`config.mk`:
```
export PLATFORM = sky130hd
export DESIGN_NAME = sample_player
export DESIGN_NICKNAME = d
export VERILOG_FILES = /design/src/rtl/sample_player_pkg.sv /design/src/rtl/sample_player_tick.sv /design/src/rtl/sample_player.sv
export SDC_FILE = /design/constraint.sdc
export NUM_CORES = 1
export LEC_CHECK = 0
export CAP_MARGIN = 20
export CORE_ASPECT_RATIO = 0.9
export CORE_MARGIN = 8
export CORE_UTILIZATION = 52
export CTS_CLUSTER_SIZE = 28
export DETAILED_ROUTE_END_ITERATION = 16
export GPL_ROUTABILITY_DRIVEN = 1
export PLACE_DENSITY = 0.8
export SLEW_MARGIN = 25
export SYNTH_ARGS = -nofsm -noshare
export SYNTH_HDL_FRONTEND = slang
export SYNTH_SLANG_ARGS = --single-unit
```
`constraint.sdc`:
```
create_clock -name i_CLK -period 2.7 [get_ports i_CLK]
set_clock_uncertainty 0.15 [all_clocks]
set_input_delay 0.54 -clock i_CLK [delete_from_list [all_inputs] [get_ports i_CLK]]
set_output_delay 0.54 -clock i_CLK [all_outputs]
set_load 0.05 [all_outputs]
```
`src/rtl/sample_player_pkg.sv`:
```
// Shared types and default widths for the sample playback sequencer.
package sample_player_pkg;

    localparam int unsigned DefaultDataWidth    = 8;
    localparam int unsigned DefaultAddressWidth = 8;
    localparam int unsigned DefaultDividerWidth = 16;
    localparam int unsigned VolumeWidth         = 8;

    typedef enum logic [1:0] {
        StIdle,
        StWait,
        StFetch,
        StDrain
    } state_e;

endpackage

```
`src/rtl/sample_player_tick.sv`:
```
// tick_divider: loadable up-counter that flags and self-clears on reaching a terminal value.
module tick_divider
    import sample_player_pkg::*;
#(
    parameter int unsigned Width = DefaultDividerWidth
) (
    input  logic             i_CLK,
    input  logic             i_NRESET,
    input  logic             i_Clear,
    input  logic             i_Enable,
    input  logic [Width-1:0] i_Terminal,
    output logic             o_TerminalCount
);

    logic [Width-1:0] count_q, count_d;

    assign o_TerminalCount = i_Enable && (count_q == i_Terminal);

    always_comb begin
        count_d = count_q;
        if (i_Clear || o_TerminalCount) begin
            count_d = '0;
        end else if (i_Enable) begin
            count_d = count_q + 1'b1;
        end
    end

    always_ff @(posedge i_CLK or negedge i_NRESET) begin
        if (!i_NRESET) begin
            count_q <= '0;
        end else begin
            count_q <= count_d;
        end
    end

endmodule

```
`src/rtl/sample_player.sv`:
```
// Tick-driven RAM playback sequencer with a valid/ready sample stream.
// Optional SAMPLE_PLAYER_VOLUME_EN adds an i_Volume scaler in the capture path.
module sample_player
    import sample_player_pkg::*;
#(
    parameter int unsigned DataWidth    = DefaultDataWidth,
    parameter int unsigned AddressWidth = DefaultAddressWidth,
    parameter int unsigned DividerWidth = DefaultDividerWidth
) (
    input  logic                    i_CLK,
    input  logic                    i_NRESET,
    input  logic                    i_START,
    input  logic                    i_STOP,
    input  logic                    i_LOOP,
    input  logic [AddressWidth-1:0] i_StartAddress,
    input  logic [AddressWidth-1:0] i_EndAddress,
    input  logic [DividerWidth-1:0] i_Divider,
`ifdef SAMPLE_PLAYER_VOLUME_EN
    input  logic [VolumeWidth-1:0]  i_Volume,
`endif
    output logic                    o_RamEnable,
    output logic                    o_RamWE,
    output logic [AddressWidth-1:0] o_RamAddress,
    input  logic [DataWidth-1:0]    i_RamData,
    output logic [DataWidth-1:0]    o_Sample,
    output logic                    o_SampleValid,
    input  logic                    i_SampleReady,
    output logic                    o_BUSY,
    output logic                    o_DONE,
    output logic                    o_MISS
);

    state_e                  state_q, state_d;
    logic                    loop_q, loop_d;
    logic [AddressWidth-1:0] start_q, start_d;
    logic [AddressWidth-1:0] end_q, end_d;
    logic [DividerWidth-1:0] divider_q, divider_d;
    logic [AddressWidth-1:0] addr_q, addr_d;
    logic [DataWidth-1:0]    sample_q, sample_d;
    logic                    valid_q, valid_d;
    logic                    miss_q, miss_d;
    logic                    tick;
    logic                    start_ok;
    logic [DataWidth-1:0]    capture;

    assign start_ok = i_START && !i_STOP && (state_q == StIdle);

    tick_divider #(
        .Width (DividerWidth)
    ) u_tick_divider (
        .i_CLK           (i_CLK),
        .i_NRESET        (i_NRESET),
        .i_Clear         ((state_q != StWait) || i_STOP),
        .i_Enable        (state_q == StWait),
        .i_Terminal      (divider_q),
        .o_TerminalCount (tick)
    );

`ifdef SAMPLE_PLAYER_VOLUME_EN
    logic [VolumeWidth-1:0]           volume_q;
    logic [DataWidth+VolumeWidth-1:0] scaled;

    // Upper DataWidth bits of the product are exactly (data * volume) >> 8.
    assign scaled  = (DataWidth+VolumeWidth)'(i_RamData) * (DataWidth+VolumeWidth)'(volume_q);
    assign capture = scaled[DataWidth+VolumeWidth-1:VolumeWidth];

    always_ff @(posedge i_CLK or negedge i_NRESET) begin
        if (!i_NRESET) begin
            volume_q <= '0;
        end else if (start_ok) begin
            volume_q <= i_Volume;
        end
    end
`else
    assign capture = i_RamData;
`endif

    always_comb begin
        state_d   = state_q;
        loop_d    = loop_q;
        start_d   = start_q;
        end_d     = end_q;
        divider_d = divider_q;
        addr_d    = addr_q;
        sample_d  = sample_q;
        valid_d   = valid_q;
        miss_d    = miss_q;
        o_DONE    = 1'b0;

        if (valid_q && i_SampleReady) begin
            valid_d = 1'b0;
        end

        unique case (state_q)
            StIdle: begin
                if (start_ok) begin
                    loop_d    = i_LOOP;
                    start_d   = i_StartAddress;
                    end_d     = i_EndAddress;
                    divider_d = i_Divider;
                    addr_d    = i_StartAddress;
                    miss_d    = 1'b0;
                    state_d   = StWait;
                end
            end
            StWait: begin
                if (tick) begin
                    state_d = StFetch;
                end
            end
            StFetch: begin
                sample_d = capture;
                valid_d  = 1'b1;
                // An unaccepted sample is being overwritten.
                if (valid_q && !i_SampleReady) begin
                    miss_d = 1'b1;
                end
                if (addr_q != end_q) begin
                    addr_d  = addr_q + 1'b1;
                    state_d = StWait;
                end else if (loop_q) begin
                    addr_d  = start_q;
                    state_d = StWait;
                end else begin
                    state_d = StDrain;
                end
            end
            StDrain: begin
                if (!valid_q) begin
                    o_DONE  = 1'b1;
                    state_d = StIdle;
                end
            end
            default: state_d = StIdle;
        endcase

        // Stop overrides everything, including a pending DONE.
        if (i_STOP) begin
            state_d = StIdle;
            valid_d = 1'b0;
            o_DONE  = 1'b0;
        end
    end

    always_ff @(posedge i_CLK or negedge i_NRESET) begin
        if (!i_NRESET) begin
            state_q   <= StIdle;
            loop_q    <= 1'b0;
            start_q   <= '0;
            end_q     <= '0;
            divider_q <= '0;
            addr_q    <= '0;
            sample_q  <= '0;
            valid_q   <= 1'b0;
            miss_q    <= 1'b0;
        end else begin
            state_q   <= state_d;
            loop_q    <= loop_d;
            start_q   <= start_d;
            end_q     <= end_d;
            divider_q <= divider_d;
            addr_q    <= addr_d;
            sample_q  <= sample_d;
            valid_q   <= valid_d;
            miss_q    <= miss_d;
        end
    end

    assign o_RamEnable   = (state_q == StFetch);
    assign o_RamWE       = 1'b0;
    assign o_RamAddress  = addr_q;
    assign o_Sample      = sample_q;
    assign o_SampleValid = valid_q;
    assign o_BUSY        = (state_q != StIdle);
    assign o_MISS        = miss_q;

endmodule
```
==> metrics, run 1 <==
post-CTS setup buffers=0; #FFs+latches synth=69; DRC=0; via/cell ratio=5.20; NetSw=around 1600 uW; top-area cell type share of the netlist area=about half; Worst-Margin Slew=0.546 ns; Vias=2,870; commonest non-fill, non-tap cells in the layout=nand2_1, dfrtp_1, clkdlybuf4s50_1; final setup fails=0; startpoint types=flop; Tmin final=2.45 ns; Starting Density=52.9%; Synth Area in Simple Gates=27.5%; Ports=68; TritonRoute pass-1 iters=4; Crit Path Max Fanout=8; crit path capture type=output pin; Clk pin slew, worst setup/hold paths=0.07 ns; Mapped Area=0.00343 mm^2; Detail Route Antenna Nets=0; nets=505; reg2reg end=o_RamAddress[5]$_DFFE_PN0P_; Seq pwr share=roughly 39%; Final Wtd Congestion=0.874; normalized max-slew margin=63.6%; worst reg-to-reg path cell count=5; sequential-to-total area share from yosys stat=between 50% and 60%; post-synthesis compound-gate area fraction=under 10%; ANT cells=0; P&R area growth vs syn=31.3%; post-CTS sizing=0; Routed wire per std cell=~15 um; chip width=102 um; vias in the first global route=between 2,000 and 3,000; Mapped Cells=382; largest net degree at the start of global routing=between 40 and 50; pins over their slew limit=0; largest family of logic cells by synthesized area=simple AND/OR/NAND/NOR gates; mux cell area share after synthesis=0.875%; Filler cells=508; Synth Net Count=430; worst path required time=between 2 and 2.5 ns; initial antenna violation count=0; r2r setup slk=0.55 ns; pwr/cell area=888 mW/mm^2; CTS tree=built; Core Box Area=0.00648 mm^2; Leak=approximately 0.0022 uW; Syn. warnings=0; Final WS setup=0.252 ns; Critical Path AT=1.76 ns; Max stage delay cell, worst path=clkdlybuf4s50_1; GRT Util Overall=19.1%; Root Buffer=clkbuf_8; Final Hold Viols=0; chip height=about 93 um; Yosys top cell by area=dfrtp_1; worst-skew pair later-pin latency=0.34 ns; CP Class=reg2out; Cell Chain, Critical Path=clkdlybuf4s50_1; DP Worst Slack=0.274 ns; Synth area leaders=dfrtp_1, nand2_1, xor2_1, nor2_1, xnor2_1; setup TNS=0 ns; Cell variety after synth=a little over 40; share of cells above drive strength 1=a little under a tenth; Avg Cell Area, Syn=between 8 and 9 um^2; DP HPWL=around 6 mm; status=finished, final reports clean; total wire length=8.29 mm; Sw Ratio=39.1%; Clock Path Buffers=2; Max-Cap Viols=0; Worst IR Drop VDD=0.000714 V; adder-cell share of the synthesized area=0.729%; Clock H-tree levels=3; GRT overflow=0; non-filler cells in the finished layout=552; Largest stage delay, worst path=slightly below 0.9 ns; Port Buffers=66; RSZ-0062 raised after global routing=false; hold_buf cts=0; period utilization=90.7%; utilization after layout=69.5%; Placed Cells=536; HP Class=in2async; Gate power share=37.3%; FP Rows=28; most common library cell in the layout ignoring fill and taps=nand2_1; post-synthesis xor/xnor area fraction=11.0%; TritonCTS Buffers=9; Peak Freq=~0.4 GHz; Buf/Inv on CP=1; clock power share=24.1%; Sink Count=69; FF-to-FF Start=o_RamAddress[0]$_DFFE_PN0P_; DIE AREA=0.00946 mm^2; delay-heaviest family, CP=buffers and inverters; cell-internal power=2440 uW; DR iter-0 viols=~130; first-pass GRT wire length=approximately 14 mm
-- registers in the layout, summed over array words and instances, names as in the netlist --
register / count
loop_q: 1
o_MISS: 1
u_tick_divider.count_q: 16
start_q: 8
o_RamAddress: 8
o_Sample: 8
state_q: 2
divider_q: 16
end_q: 8
o_SampleValid: 1
-- metrics by stage --
| step | total power (uW) | instance area [um^2] | hold slack, ns |
|---|---|---|---|
| finish | 4000 | 4510 | 0.0294 |
| global route | 4230 | 4510 | 0.0455 |
| CTS | 4030 | 4510 | 0.0360 |
| detailed placement | 3060 | 4270 | 0.312 |
| global placement | 3010 | 4270 | 0.308 |
| floorplan | 2500 | 3430 | 0.0944 |
-- per-layer routing --
| metal | share of wire [%] | global-route usage (%) | vias to the layer above |
|---|---|---|---|
| met1 | 46 | 26.0 | 1368 |
| met4 | 1.6 | 7.06 | 0 |
| met3 | 6.9 | 5.42 | 14 |
| met2 | 45 | 28.3 | 87 |
| met5 | 0 | 0 | - |
| li1 | - | - | 1401 |
-- synth_stat cells, drive strengths merged --
master and instances:
a211oi 4, a21oi 2, a2bb2oi 1, a311oi 1, a31o 1, a31oi 6
a41oi 3, and2 2, and3 8, and4 2, buf 2, clkbuf 14
conb 1, dfrtp 69, ha 2, inv 5, mux2i 3, nand2 137
nand2b 6, nand3 12, nand4 3, nor2 31, nor2b 3, nor3 1
nor3b 2, nor4 6, o211a 2, o21ai 2, o21bai 1, o221a 1
o311a 3, o31a 1, o31ai 1, o32a 1, xnor2 8, xor2 35
-- cell families after synthesis --
group / count (synthesis)
AO/OA/AOI/OAI: 30
XOR/XNOR: 43
adder cells (fa/ha/maj): 2
buffers and inverters: 21
flip-flops: 69
multiplexers: 3
other: 1
AND/OR/NAND/NOR: 213
-- power groups by stage --
stage,clock [uW],sequential [uW],combinational [uW]
3_5_place_dp,0,1560,1500
2_1_floorplan,0,1890,615
4_1_cts,980,1540,1500
5_1_grt,1040,1580,1620
3_3_place_gp,0,1550,1460
6_report,963,1550,1490
-- layout make-up --
class / instances / area (um^2) / area share, %
Multi-Input combinational cell: 292 / 1620 / 36.0
Clock buffer: 11 / 151 / 3.36
Inverter: 5 / 18.8 / 0.417
Sequential cell: 69 / 1730 / 38.3
Tap cell: 90 / 113 / 2.50
Timing Repair Buffer: 80 / 793 / 17.6
Clock inverter: 5 / 81.3 / 1.81
-- worst max-delay path by stage --
stage | cells past startpoint | slack (ns) | startpoint | to
2_1_floorplan | 3 | 0.12 | state_q[0]$_DFFE_PN0P_ | o_DONE
3_3_place_gp | 5 | 0.32 | i_STOP | o_DONE
3_5_place_dp | 5 | 0.27 | i_STOP | o_DONE
4_1_cts | 1 | 0.25 | o_RamAddress[0]$_DFFE_PN0P_ | o_RamAddress[0]
5_1_grt | 3 | 0.18 | state_q[1]$_DFFE_PN0P_ | o_BUSY
6_report | 1 | 0.25 | o_RamAddress[0]$_DFFE_PN0P_ | o_RamAddress[0]
Note: power is estimated with default switching activity, not from simulation.
==> inputs of run 2 (changes only) <==
PLACE_DENSITY = 0.77   (was 0.8)
==> run 2 against run 1 <==
Effect of this change:
- sequential share of layout area fell by 0.42 points
- die area stayed put
- maximum frequency fell by 0.15%
- clock power up 10%
- via count is 0.35% higher
- routed wire length grew 0.16%
- sequential cell count stayed put
- cell area grew 1.1%
- critical path depth rose by 3
- worst setup slack lost 0.0036 ns
- combinational power hardly changed
- sequential power hardly changed
- largest cell class unchanged
- largest power group unchanged
==> metrics, run 2 (synthesis gave the netlist of run 1 again) <==
status=finished, final reports clean (unchanged); Largest stage delay, worst path=0.48 ns (was 0.88 ns); Sink Count=69 (unchanged); reg2reg end=u_tick_divider.count_q[7]$_DFFE_PN0P_ (was o_RamAddress[5]$_DFFE_PN0P_); Clock Path Buffers=2 (unchanged); Starting Density=52.9% (unchanged); TritonCTS Buffers=9 (unchanged); Final Wtd Congestion=0.848 (was 0.874); DP HPWL=6.02 mm (was 6.07 mm); startpoint types=primary input (was flop); post-CTS sizing=0 (unchanged); highest metal layer with signal wires=met4 (unchanged); period utilization=90.8% (was 90.7%); delay-heaviest family, CP=buffers and inverters (unchanged); Sw Ratio=38.1% (was 39.1%); ANT cells=0 (unchanged); NetSw=1570 uW (was 1560 uW); crit path capture type=output pin (unchanged); Clk pin slew, worst setup/hold paths=0.08 ns (was 0.07 ns); met1 wire length=3.89 mm (was 3.82 mm); commonest non-fill, non-tap cells in the layout=nand2_1, dfrtp_1, clkdlybuf4s50_1 (unchanged); pins over their slew limit=0 (unchanged); critical path endpoint=o_DONE (was o_RamAddress[0]); setup TNS=0 ns (unchanged); most common library cell in the layout ignoring fill and taps=nand2_1 (unchanged); chip width=102 um (unchanged); post-CTS setup buffers=0 (unchanged); HP Class=in2async (unchanged); chip height=93.1 um (unchanged); share of cells above drive strength 1=9.09% (unchanged); Final WS setup=0.248 ns (was 0.252 ns); RSZ-0062 raised after global routing=false (unchanged); area of the multi-input gates=0.00162 mm^2 (unchanged); Max-Cap Viols=0 (unchanged); routed wl met2=3.73 mm (was 3.76 mm); worst path required time=2.01 ns (about the same); worst reg-to-reg path cell count=5 (unchanged); worst-skew pair later-pin latency=0.35 ns (was 0.34 ns); first-pass GRT wire length=14.0 mm (was 14.3 mm); Ports=68 (unchanged); Final Hold Viols=0 (unchanged); Tmin final=2.45 ns (about the same); initial antenna violation count=0 (unchanged); Core Box Area=0.00648 mm^2 (unchanged); FF-to-FF Start=u_tick_divider.count_q[6]$_DFFE_PN0P_ (was o_RamAddress[0]$_DFFE_PN0P_); Port Buffers=66 (unchanged); Stages on worst setup path=4 (was 1); CTS tree=built (unchanged); Leak=0.00219 uW (was 0.00218 uW); Gate power share=37.0% (was 37.3%); nets=505 (unchanged); Detail Route Antenna Nets=0 (unchanged); register area=0.00173 mm^2 (unchanged); r2r setup slk=0.58 ns (was 0.55 ns); total wire length=8.30 mm (was 8.29 mm); CP startpoint=i_STOP (was o_RamAddress[0]$_DFFE_PN0P_); pwr/cell area=902 mW/mm^2 (was 888 mW/mm^2); DRC=0 (unchanged); via/cell ratio=5.22 (was 5.20); Filler cells=512 (was 508); final setup fails=0 (unchanged); Crit Path Max Fanout=5 (was 8); FP Rows=28 (unchanged); Root Buffer=clkbuf_8 (unchanged); hold_buf cts=0 (unchanged); Cell Chain, Critical Path=clkdlybuf4s50_1 > nand2b_1 > nor3b_1 > buf_12 (was clkdlybuf4s50_1); largest net degree at the start of global routing=30 (was 48); cell-internal power=2540 uW (was 2440 uW); Top Registers=divider_q x16, u_tick_divider.count_q x16 (unchanged); clock power share=25.9% (was 24.1%); DR iter-0 viols=128 (unchanged); Met3 Wirelength=531 um (was 569 um); DIE AREA=0.00946 mm^2 (unchanged); Critical Path AT=1.76 ns (about the same); vias in the first global route=2,833 (was 2,983); Worst IR Drop VDD=0.000661 V (was 0.000714 V); GRT Util Overall=18.9% (was 19.1%); Worst-Margin Slew=0.652 ns (was 0.546 ns); GRT overflow=0 (unchanged); Seq pwr share=37.2% (was 38.7%); Peak Freq=0.408 GHz (about the same); CP Class=in2out (was reg2out); P&R area growth vs syn=32.8% (was 31.3%); Max stage delay cell, worst path=clkdlybuf4s50_1 (unchanged); TritonRoute pass-1 iters=5 (was 4); Buf/Inv on CP=2 (was 1); Vias=2,880 (was 2,870); normalized max-slew margin=56.6% (was 63.6%); Routed wire per std cell=15.0 um (about the same); DP Worst Slack=0.241 ns (was 0.274 ns); Clock H-tree levels=3 (unchanged)
[run 2: cell count changes in the layout (fill, tap and decap cells not counted), sizes merged]
cell	before	now
bufinv	2	3
inv	6	5
[run 2: worst register-to-register path, cell delays in order, from the launching register on]
cell     delay [ns]
dfrtp_1        0.43
xor2_1         0.18
nor4_1         0.38
nand4_1        0.28
nand2_1        0.47
nor2_1         0.11
[run 2: area by class of cell]
class	count	area share [%]
Tap cell	90	2.47
Multi-Input combinational cell	292	35.6
Sequential cell	69	37.9
Timing Repair Buffer	80	18.0
Inverter	5	0.412
Clock inverter	5	2.33
Clock buffer	11	3.32
[run 2: worst min path at each step]
stage	slack [ns]	endpoint	start	cells after the start
3_3_place_gp	0.31	o_Sample[4]$_DFFE_PN0P_	o_Sample[4]$_DFFE_PN0P_	2
2_1_floorplan	0.09	divider_q[0]$_DFFE_PN0P_	i_NRESET	0
6_report	0.06	state_q[1]$_DFFE_PN0P_	i_NRESET	1
3_5_place_dp	0.31	o_Sample[3]$_DFFE_PN0P_	o_Sample[3]$_DFFE_PN0P_	2
5_1_grt	0.09	state_q[1]$_DFFE_PN0P_	i_NRESET	1
4_1_cts	0.06	o_SampleValid$_DFFE_PN0P_	i_NRESET	1
[run 2: through the flow]
step | std cells | utilization, % | total power [uW] | hold WS (ns) | instance area, um^2
after floorplan | 382 | - | 2500 | 0.0944 | 3430
after global placement | 536 | 66.3 | 3030 | 0.308 | 4300
after detailed placement | 536 | 66.3 | 3070 | 0.311 | 4300
after CTS | 552 | 70.3 | 4140 | 0.0613 | 4560
after global routing | 552 | 70.3 | 4330 | 0.0944 | 4560
final | 552 | 70.3 | 4110 | 0.0610 | 4560
[run 2: routing by layer]
layer,GRT usage [%],up-vias
met2,27.8,90
met5,0,-
met1,25.8,1374
li1,-,1403
met3,5.57,13
met4,6.94,0
[run 2: power by group through the flow]
| stage | combinational (uW) | sequential (uW) | clock [uW] |
|---|---|---|---|
| 2_1_floorplan | 615 | 1890 | 0 |
| 6_report | 1520 | 1530 | 1060 |
| 3_5_place_dp | 1530 | 1540 | 0 |
| 4_1_cts | 1530 | 1530 | 1080 |
| 3_3_place_gp | 1490 | 1530 | 0 |
| 5_1_grt | 1640 | 1570 | 1130 |
==> inputs of run 3 (changes only) <==
CAP_MARGIN = not set   (was 20)
GPL_TIMING_DRIVEN = 0   (was not set)
==> run 3 against run 2 <==
Effect of this change:
- register-to-register slack worse by 0.25 ns
- clock power down 32%
- highest routed layer unchanged
- critical path depth is the same
- total power shrank 9.3%
- sequential power barely moved
- worst hold slack better by 0.27 ns
- non-clock buffer count grew 4
==> metrics, run 3 (synthesis gave the netlist of run 1 again) <==
DIE AREA=0.00946 mm^2 (unchanged); DP Worst Slack=-0.358 ns (was 0.241 ns); CP Class=in2out (unchanged); Starting Density=52.9% (unchanged); Clock Path Buffers=2 (unchanged); TritonCTS Buffers=9 (unchanged); Max stage delay cell, worst path=clkdlybuf4s50_1 (unchanged); Max-Cap Viols=0 (unchanged); initial antenna violation count=0 (unchanged); r2r setup slk=0.33 ns (was 0.58 ns); Vias=2,860 (was 2,880); most common library cell in the layout ignoring fill and taps=nand2_1 (unchanged); FF-to-FF Start=o_RamAddress[0]$_DFFE_PN0P_ (was u_tick_divider.count_q[6]$_DFFE_PN0P_); Worst IR Drop VDD=0.000519 V (was 0.000661 V); Critical Path AT=1.93 ns (was 1.76 ns); P&R area growth vs syn=28.3% (was 32.8%); DP HPWL=6.09 mm (was 6.02 mm); Routed wire per std cell=14.7 um (was 15.0 um); Tmin final=2.62 ns (was 2.45 ns); Final Hold Viols=0 (unchanged); Detail Route Antenna Nets=0 (unchanged); via/cell ratio=5.15 (was 5.22); Clk pin slew, worst setup/hold paths=0.07 ns (was 0.08 ns); Placed Instance Area=0.00422 mm^2 (was 0.00430 mm^2); DR iter-0 viols=219 (was 128); FP Rows=28 (unchanged); first-pass GRT wire length=14.1 mm (was 14.0 mm); WHS Endpoint=o_Sample[5]$_DFFE_PN0P_; DRC=0 (unchanged); Final WS setup=0.0839 ns (was 0.248 ns); period utilization=96.9% (was 90.8%); nets=509 (was 505); Clock H-tree levels=3 (unchanged); pwr/cell area=847 mW/mm^2 (was 902 mW/mm^2); HP Class=reg2reg (was in2async); Cell Chain, Critical Path=clkdlybuf4s50_1 > nand2b_1 > nor3b_1 > clkdlybuf4s15_2 (was clkdlybuf4s50_1 > nand2b_1 > nor3b_1 > buf_12); worst hold path depth=2; Crit Path Max Fanout=5 (unchanged); commonest non-fill, non-tap cells in the layout=nand2_1, dfrtp_1, clkdlybuf4s50_1 (unchanged); ANT cells=0 (unchanged); worst path required time=2.01 ns (about the same); Root Buffer=clkbuf_8 (unchanged); Ports=68 (unchanged); normalized max-slew margin=52.0% (was 56.6%); post-route cell area=0.00440 mm^2 (was 0.00456 mm^2); share of cells above drive strength 1=6.67% (was 9.09%); reg2reg end=o_RamAddress[5]$_DFFE_PN0P_ (was u_tick_divider.count_q[7]$_DFFE_PN0P_); RSZ-0062 raised after global routing=false (unchanged); Port Buffers=66 (unchanged); Peak Freq=0.382 GHz (was 0.408 GHz); largest net degree at the start of global routing=39 (was 30); vias in the first global route=2,952 (was 2,833); Sink Count=69 (unchanged); startpoint types=primary input (unchanged); GRT Util Overall=18.8% (was 18.9%); delay-heaviest family, CP=buffers and inverters (unchanged); chip width=102 um (unchanged); Placed Cells=539 (was 536); chip height=93.1 um (unchanged); TritonRoute pass-1 iters=4 (was 5); pins over their slew limit=0 (unchanged); total wire length=8.17 mm (was 8.30 mm); crit path capture type=output pin (unchanged); Leak=0.00211 uW (was 0.00219 uW); non-filler cells in the finished layout=555 (was 552); worst reg-to-reg path cell count=4 (was 5); Buf/Inv on CP=2 (unchanged); Top Registers=divider_q x16, u_tick_divider.count_q x16 (unchanged); Final Wtd Congestion=0.837 (was 0.848); status=finished, final reports clean (unchanged); GRT overflow=0 (unchanged); hold path start=o_Sample[5]$_DFFE_PN0P_; worst-skew pair later-pin latency=0.34 ns (was 0.35 ns); Worst-Margin Slew=0.715 ns (was 0.652 ns); Largest stage delay, worst path=0.49 ns (was 0.48 ns); CTS tree=built (unchanged); final setup fails=0 (unchanged); Core Box Area=0.00648 mm^2 (unchanged)
-- run 3: cell types whose count changed in the layout (fill, tap and decap cells not counted), sizes merged --
| cell | before | now |
|---|---|---|
| buf | 17 | 3 |
| bufinv | 3 | 0 |
| clkbuf | 11 | 25 |
| clkdlybuf4s15 | 0 | 2 |
| clkdlybuf4s50 | 63 | 62 |
| clkinv | 1 | 4 |
| dlygate4sd2 | 0 | 1 |
| dlygate4sd3 | 0 | 1 |
-- run 3: per-layer routing --
layer	track usage, %	vias up	share of wire [%]
met5	0	-	0
met4	5.20	0	0.93
met3	5.86	6	7.2
met2	27.7	82	45
met1	26.0	1365	47
li1	-	1407	-
-- run 3: worst max-delay path by stage --
stage | startpoint | endpoint | slack (ns) | cells past startpoint
after floorplan | state_q[0]$_DFFE_PN0P_ | o_DONE | 0.12 | 3
after global placement | i_NRESET | o_RamAddress[4]$_DFFE_PN0P_ | -1.38 | 1
after detailed placement | i_STOP | o_DONE | -0.36 | 4
after CTS | state_q[0]$_DFFE_PN0P_ | o_RamEnable | 0.03 | 4
after global routing | i_STOP | start_q[5]$_DFFE_PN0P_ | 0.009 | 8
final | i_STOP | o_DONE | 0.08 | 4
-- run 3: final cells by class --
class	count	area [um^2]
fill	531	2080
sequential	69	1730
multi-input combinational	292	1620
timing repair buffer	68	689
clock buffer	10	138
tap	90	113
buffer	16	66.3
clock inverter	5	27.5
inverter	5	18.8
-- run 3: worst register-to-register path, cell delays in order, from the launching register on --
cell      delay, ns
dfrtp_1        0.50
xor2_1         0.22
nor4_4         0.64
a311oi_2       0.40
o221a_2        0.34
-- run 3: metrics by stage --
step	hold slack (ns)	TNS [ns]	total power [uW]	util, %
global placement	0.307	-96.26	2990	64.9
global route	0.355	0	3960	67.9
CTS	0.330	0	3750	67.9
finish	0.330	0	3730	67.9
detailed placement	0.311	-1.91	3030	65.1
floorplan	0.0944	0	2500	-
-- run 3: repair_timing --
item / CTS / global route
hold buffers: 1 / 0
hold endpoints to repair: 27 / 0
endpoints found under the setup margin: 3 / 2
setup buffers: 0 / 0
gates resized for setup: 8 / 3
pin swaps: 0 / 0
-- run 3: report_power, final --
group	switching [uW]	internal, uW	total, uW	leakage, uW
logic	912	554	1470	0.00114
clock network	375	346	722	0.0000877
registers	253	1290	1540	0.000878
